**config.mk**
```make
export PLATFORM = sky130hd
export DESIGN_NAME = spike_packer
export DESIGN_NICKNAME = d
export VERILOG_FILES = /design/src/rtl/snn_pkg.sv /design/src/rtl/spike_counter.sv /design/src/rtl/spike_packer.sv
export SDC_FILE = /design/constraint.sdc
export NUM_CORES = 1
export LEC_CHECK = 0
export ABC_AREA = 1
export CORE_ASPECT_RATIO = 1.25
export CORE_MARGIN = 2
export CORE_UTILIZATION = 30
export CTS_BUF_LIST = sky130_fd_sc_hd__clkbuf_8 sky130_fd_sc_hd__clkbuf_16
export DETAILED_ROUTE_END_ITERATION = 8
export PLACE_DENSITY_LB_ADDON = 0.2
export SYNTH_ARGS = -nofsm -noshare
export SYNTH_HDL_FRONTEND = slang
export SYNTH_SLANG_ARGS = --single-unit
```
**constraint.sdc**
```tcl
create_clock -name clk -period 1.4 [get_ports clk]
set_input_delay 0.14 -clock clk [delete_from_list [all_inputs] [get_ports clk]]
set_output_delay 0.14 -clock clk [all_outputs]
set_load 0.02 [all_outputs]
```
**src/rtl/snn_pkg.sv**
```systemverilog
// Shared SNN definitions: default channel count, membrane width and packer FSM states.
// Latency: n/a (types and constants only).
// Backpressure: n/a.
package snn_pkg;

   localparam int SNN_NUM_CHANNELS = 16;
   localparam int SNN_VMEM_W       = 8;

   typedef enum logic {
      COLLECT = 1'b0,
      HOLD    = 1'b1
   } packer_state_t;

endpackage

```
**src/rtl/spike_counter.sv**
```systemverilog
// Running total of spikes across handshaken words, saturating at 16'hFFFF.
// Latency: total updates one cycle after the word handshake.
// Backpressure: none; samples word whenever word_vld is high, clear has priority.
module spike_counter #(
   parameter int NUM_CHANNELS = 16
) (
   input  logic                    clk,
   input  logic                    rst,
   input  logic                    clear,
   input  logic                    word_vld,
   input  logic [NUM_CHANNELS-1:0] word,
   output logic [15:0]             total
);

   localparam int PC_W = $clog2(NUM_CHANNELS + 1);

   logic [PC_W-1:0] pop;
   logic [16:0]     sum;

   // Popcount of the word and the unsaturated next total.
   always_comb begin
      pop = '0;
      for (int i = 0; i < NUM_CHANNELS; i++) begin
         pop = pop + PC_W'(word[i]);
      end
      sum = {1'b0, total} + 17'(pop);
   end

   // Accumulate on each handshake, clamping at the 16-bit maximum.
   always_ff @(posedge clk or posedge rst) begin
      if (rst) begin
         total <= '0;
      end else if (clear) begin
         total <= '0;
      end else if (word_vld) begin
         total <= sum[16] ? 16'hFFFF : sum[15:0];
      end
   end

endmodule

```
**src/rtl/spike_packer.sv**
```systemverilog
// Packs per-channel spike bits into a NUM_CHANNELS-wide bitmap and writes back residual vmem.
// Latency: word valid 1 cycle after the last channel accept; vmem write 1 cycle after each accept.
// Backpressure: in_ready drops while a word is held; word held stable until out_ready.
// Optional: SPIKE_PACKER_SPIKE_COUNT_EN adds the spike_total output and its counter.
module spike_packer
   import snn_pkg::*;
#(
   parameter int NUM_CHANNELS = SNN_NUM_CHANNELS,
   parameter int VMEM_W       = SNN_VMEM_W
) (
   input  logic                            clk,
   input  logic                            rst,
   input  logic                            clear,
   input  logic                            in_valid,
   output logic                            in_ready,
   input  logic [VMEM_W:0]                 conv_result,
   input  logic [VMEM_W-1:0]               vth,
   output logic                            out_valid,
   input  logic                            out_ready,
   output logic [NUM_CHANNELS-1:0]         out_index,
`ifdef SPIKE_PACKER_SPIKE_COUNT_EN
   output logic [15:0]                     spike_total,
`endif
   output logic                            vmem_wr_en,
   output logic [$clog2(NUM_CHANNELS)-1:0] vmem_wr_addr,
   output logic [VMEM_W-1:0]               vmem_wr_data
);

   localparam int CH_W = $clog2(NUM_CHANNELS);
   localparam logic [CH_W-1:0] CH_LAST = CH_W'(NUM_CHANNELS - 1);

   packer_state_t           state_q, state_d;
   logic [CH_W-1:0]         ch_q;
   logic [NUM_CHANNELS-1:0] bitmap_q;
   logic                    accept;
   logic                    word_hs;
   logic [VMEM_W-1:0]       vmem;
   logic                    spike;
   logic [VMEM_W-1:0]       residual;

   assign vmem      = conv_result[VMEM_W:1];
   assign spike     = conv_result[0];
   // The bitmap itself is the word; it only changes in HOLD on handshake or clear.
   assign out_index = bitmap_q;
   assign accept    = in_valid && (state_q == COLLECT);
   assign word_hs   = (state_q == HOLD) && out_ready;

   // Residual membrane: subtract threshold on a spike, never going below zero.
   always_comb begin
      residual = vmem;
      if (spike) begin
         residual = (vmem >= vth) ? (vmem - vth) : '0;
      end
   end

   // State register.
   always_ff @(posedge clk or posedge rst) begin
      if (rst) begin
         state_q <= COLLECT;
      end else begin
         state_q <= state_d;
      end
   end

   // Next state and handshake outputs; clear always forces a return to COLLECT.
   always_comb begin
      state_d   = state_q;
      in_ready  = 1'b0;
      out_valid = 1'b0;
      case (state_q)
         COLLECT: begin
            in_ready = 1'b1;
            if (accept && (ch_q == CH_LAST)) begin
               state_d = HOLD;
            end
         end
         HOLD: begin
            out_valid = 1'b1;
            if (out_ready) begin
               state_d = COLLECT;
            end
         end
         default: state_d = COLLECT;
      endcase
      if (clear) begin
         state_d = COLLECT;
      end
   end

   // Channel counter and bitmap; a clear discards any same-cycle accept.
   always_ff @(posedge clk or posedge rst) begin
      if (rst) begin
         ch_q     <= '0;
         bitmap_q <= '0;
      end else if (clear) begin
         ch_q     <= '0;
         bitmap_q <= '0;
      end else if (accept) begin
         bitmap_q[ch_q] <= spike;
         ch_q           <= (ch_q == CH_LAST) ? '0 : ch_q + 1'b1;
      end else if (word_hs) begin
         bitmap_q <= '0;
      end
   end

   // Residual write-back, one strobe per surviving accept.
   always_ff @(posedge clk or posedge rst) begin
      if (rst) begin
         vmem_wr_en   <= 1'b0;
         vmem_wr_addr <= '0;
         vmem_wr_data <= '0;
      end else begin
         vmem_wr_en <= accept && !clear;
         if (accept && !clear) begin
            vmem_wr_addr <= ch_q;
            vmem_wr_data <= residual;
         end
      end
   end

`ifdef SPIKE_PACKER_SPIKE_COUNT_EN
   spike_counter #(
      .NUM_CHANNELS (NUM_CHANNELS)
   ) u_spike_counter (
      .clk      (clk),
      .rst      (rst),
      .clear    (clear),
      .word_vld (word_hs),
      .word     (out_index),
      .total    (spike_total)
   );
`endif

endmodule

```
# ---- Yosys cells after proc, flatten, opt, wreduce, memory -nomap -nowiden
# Cells that the tools add are included.
dict set report classes {
  add_sub_neg 2
  muxes 17
  n_reduce_logical 8
  bitwise_logic 1
  n_lt_le_gt_ge 3
  n_eq_ne 1
}
# cell count
set ops {}
lappend ops {{$mux 16} 3}
lappend ops {{$bwmux 16} 1}
lappend ops {{$mux 8} 2}
lappend ops {{$mux 4} 3}
lappend ops {{$ge 8x8->1} 1}
lappend ops {{$sub 8x8->8} 1}
lappend ops {{$mux 1} 6}
lappend ops {{$logic_and 1x1->1} 5}
lappend ops {{$lt 4x5->1 const B} 1}
lappend ops {{$add 4x1->4 const B} 1}
lappend ops {{$demux 1 s4} 1}
lappend ops {{$eq 4x4->1 const B} 1}
lappend ops {{$ge 4x1->1 const B} 1}
lappend ops {{$reduce_bool 3->1} 1}
lappend ops {{$pmux 1 s2} 1}
lappend ops {{$reduce_bool 2->1} 1}
lappend ops {{$logic_not 1->1} 1}
lappend ops {{$not 1->1} 1}
dict set report word_totals {
  word_cells 38
  reg_bits 34
}

# ---- Depth between registers and ports, before layout
dict set report depth {
  word_depth 7
  depth_mapped 14
  depth_no_buf 14
}

# ---- Worst setup path after synthesis
# OpenSTA, ideal clock, no wires.
dict set report synth_path {
  kind {register to register}
  startpoint {register state_q}
  endpoint {register vmem_wr_data[0]}
  setup_ns 0.122
  t_required_ns 1.278
  setup_slack_ns -0.055
  path_stages_with_launch 8
  arrival_ns 1.333
  synth_period_minus_slack_ns 1.455
  path_buffers 1
  cell_sequence {dfrtp_1 > inv_2 > nand2_8 > nor2_8 > inv_2 > buf_4 > a21oi_1 > a21oi_1}
}
dict set report synth_between {
  elab_chain_cells 3
}
# item line
set synth_lines {}
lappend synth_lines {{from (decl)} spike_packer.sv:32} ;# packer_state_t state_q, state_d;
lappend synth_lines {{from (signal assigned)} spike_packer.sv:61} ;# state_q <= state_d;
lappend synth_lines {{$not 1->1} -}
lappend synth_lines {{$logic_and 1x1->1} spike_packer.sv:45} ;# assign accept = in_valid && (state_q == COLLECT);
lappend synth_lines {{$logic_and 1x1->1} spike_packer.sv:114} ;# if (accept && !clear) begin
lappend synth_lines {{to (signal assigned)} spike_packer.sv:116} ;# vmem_wr_data <= residual;
lappend synth_lines {{to (decl)} spike_packer.sv:26} ;# output logic [VMEM_W-1:0] vmem_wr_data
# No other way between the ends.
# A chain may end at the register's enable or synchronous reset.

# ---- Worst setup path in the final report
dict set report layout_path {
  startpoint {register bitmap_q[7] (netlist: out_index[7])}
  endpoint {output port out_index[7]}
}
# item line
set layout_rtl {}
lappend layout_rtl {{from (decl)} spike_packer.sv:34} ;# logic [NUM_CHANNELS-1:0] bitmap_q;
lappend layout_rtl {{from (signal, indexed assignment)} spike_packer.sv:99} ;# bitmap_q[ch_q] <= spike;
lappend layout_rtl {{to (decl)} spike_packer.sv:20} ;# output logic [NUM_CHANNELS-1:0] out_index,
# No word-level cell between the ends.

==> summary.md <==
| Metric | Value |
|---|---|
| Status | complete, no violations |
| Syn Inst Count | 275 |
| Num CTS Buffers | 5 |
| Drt drc | 0 |
| Most frequent cells in the layout | nand2_1 (50), inv_1 (43), buf_4 (37), dfrtp_1 (33), dlygate4sd2_1 (27) |
| Vias in the first global route | 2084 |
| Met1 GRT Util | 0.169 |
| DR pass1 iterations | 5 |
| Slew headroom | 0.834 |
| Synth Area in Simple Gates | 0.218 |
| Layout cells sized above 1 | 0.331 |
| Synth Flop Type | dfrtp_1 |
| WP buf/inv | 1 |
| Final period util | 0.971 |
| IO Pins | 53 |
| Iteration-0 DRC count of the detailed router | 92 |
| Pre-CTS setup slack | -676 ps |
| Overflow after GRT | 0 |
| Initial core utilization | 0.305 |
| Clk sink count | 34 |
| Clock-pin slew on the worst setup and hold paths | 70 ps |
| Mapped Avg Cell Area | 8.12 µm² |
| FF-to-FF End | out_index[15]$_DFFE_PP0P_ |
| GRT Max-Usage Layer | met2 |
| GRT met2 Usage | 0.272 |
| Worst Setup Start Kind | flip-flop |
| Mux cell area share after synthesis | 0 |
| Family with the most delay on the worst path | buffers and inverters |
| Worst EP required | 1260 ps |
| Row cnt | 35 |
| Synthesized cell area | 2230 µm² |
| Final hold slack | 192 ps |
| Post-DP HPWL | 4060 µm |
| Chip Height | 100 µm |
| Final min period | 1360 ps |
| Reg-to-reg slack, setup | 80 ps |
| Fin. Hold Viols | 0 |
| XOR/XNOR share of the synthesized area | 0.0118 |
| Largest family of logic cells by synthesized area | simple AND/OR/NAND/NOR gates |
| Power per Cell Area | 775 nW/µm² |
| Critical path endpoint category | output port |
| Largest net degree at the start of global routing | 35 |
| CP max-delay cell | clkdlybuf4s50_1 |
| Die ar. | 8160 µm² |
| Routing usage on met3 | 0.0260 |
| Crit-path cells | clkdlybuf4s50_1 |
| Antenna violations before repair | 0 |
| Wire per inst | 12.2 µm |
| Yosys reg bits | 34 |
| Syn Nets | 310 |
| Critical path class | reg -> out |
| Reg2Reg Depth | 6 |
| H-tree Lvls | 2 |
| Max-cap violations | 0 |
| Final ANT Viol Nets | 0 |
| Core Region | 7310 µm² |
| Post-synth ARST share | 1.00 |
| Netlist cell types | 32 |
| Chip width | 81.2 µm |
| Tot GR Track Use | 0.149 |
| Leakage power | 1.85 nW |
| EDFF count, synth | 0 |
| Final worst slack | 40.8 ps |
| Final Wtd Congestion | 0.850 |
| Max Freq | 0.736 GHz |
| Most common cell after layout, fill and taps aside | nand2_1 |
| Largest fanout on the critical path | 2 |
| Tightest Pin Transition | 248 ps |
| Synth Area in Adders | 0.0762 |
| ANT cells | 0 |
| Ys Warns | 0 |
| First-pass GRT wire length | 9450 µm |
| RSZ-0062 raised after global routing | yes |
| Slowest cell delay on critical path | 600 ps |
| Area growth, synth to finish | 52.5% |
| Via Count | 2083 |
| Post-CTS Hold Fix Bufs | 0 |
| Clock Root Buffer | clkbuf_8 |
| Nets | 403 |
| Post-synthesis sequential area ratio | 0.381 |
| Min-delay worst type | in -> async |
| Synth Area in Compound Gates | 0.194 |
| Buffers on Ports | 52 |
| CTS tree | done |
| Worst IR Drop VDD | 0.000351 V |
| Reg-to-Reg Start | state_q$_DFF_PP0_ |
| Clock buffer depth | 2 |
| Max Slew Vio Count | 0 |
| Fin Clk Skew | 5.86 ps |
| Crit path arrival time | 1220 ps |
| Final setup violation count | 0 |
| Routed vias/inst | 4.52 |
| Later-pin clock latency in the skew report | 290 ps |
| Post-Route WL | 5630 µm |
final cells by class:
cell class	count	area (µm²)
multi-input cells	180	1290
inverters	55	211
repair buffers	92	847
clock buffers	6	82.6
clock inverters	2	8.76
fillers	723	3910
flip-flops and latches	34	852
well taps	92	115
routing by layer:
metal	up-vias	share of wire
met3	9	0.038
met5	-	0
met2	46	0.54
met4	0	0.019
met1	968	0.41
li1	1060	-
power by group:
group	switching (mW)	internal (mW)	leakage [nW]
sequential	0.0311	1.04	0.449
clock	0.359	0.389	0.0524
combinational	0.434	0.389	1.34
total	0.824	1.81	1.85
kinds of logic (layout without fill, tap and decap cells):
kind of cell,Yosys count,count (layout)
buffers and inverters,61,155
flip-flops,34,34
adder cells (fa/ha/maj),13,13
XOR/XNOR,3,3
AO/OA/AOI/OAI,59,59
AND/OR/NAND/NOR,105,105
worst max-delay path by stage:
stage | start | to | slack (ps) | cells past startpoint
6_report | out_index[7]$_DFFE_PP0P_ | out_index[7] | 40 | 1
5_1_grt | vth[2] | vmem_wr_data[5]$_DFFE_PP0P_ | -3 | 11
4_1_cts | state_q$_DFF_PP0_ | out_index[15]$_DFFE_PP0P_ | 0.3 | 7
3_5_place_dp | conv_result[1] | vmem_wr_data[0]$_DFFE_PP0P_ | -680 | 13
3_3_place_gp | conv_result[1] | vmem_wr_data[7]$_DFFE_PP0P_ | -610 | 13
2_1_floorplan | conv_result[1] | vmem_wr_data[5]$_DFFE_PP0P_ | 6 | 14
cell usage after synthesis (2+ instances only):
master,instances,area share
o22ai_1,4,0.011
dfrtp_1,34,0.38
ha_1,12,0.067
nor2_1,15,0.025
nand3_1,15,0.034
nand4_1,2,0.0056
or2_2,7,0.020
a21oi_1,20,0.045
or2_1,3,0.0084
a21oi_2,11,0.043
o21ai_0,11,0.025
nand2_1,58,0.097
inv_1,52,0.087
o22ai_2,10,0.056
xnor2_1,2,0.0078
inv_2,2,0.0034
buf_4,2,0.0067
state kept, by name (all words and copies together), names as in the netlist:
signal,cells
vmem_wr_en,1
out_index,16
vmem_wr_addr,4
vmem_wr_data,8
ch_q,4
state_q,1
per-stage QoR:
stage | setup TNS [ps] | power, mW | utilization | cells | area [µm²]
after floorplan | 0 | 1.51 | - | 275 | 2240
after global placement | -8570 | 1.85 | 0.425 | 449 | 3110
after detailed placement | -9020 | 1.85 | 0.425 | 449 | 3110
after CTS | 0 | 2.64 | 0.454 | 460 | 3320
after global routing | -7.63 | 2.80 | 0.466 | 461 | 3410
final | 0 | 2.64 | 0.466 | 461 | 3410
repair_timing:
item | CTS | global route
setup endpoints to repair | 29 | 34
pin swaps | 23 | 16
gates cloned | 0 | 0
gates resized for setup | 61 | 34
buffers inserted | 3 | 1
(Power assumes the default switching activity.)
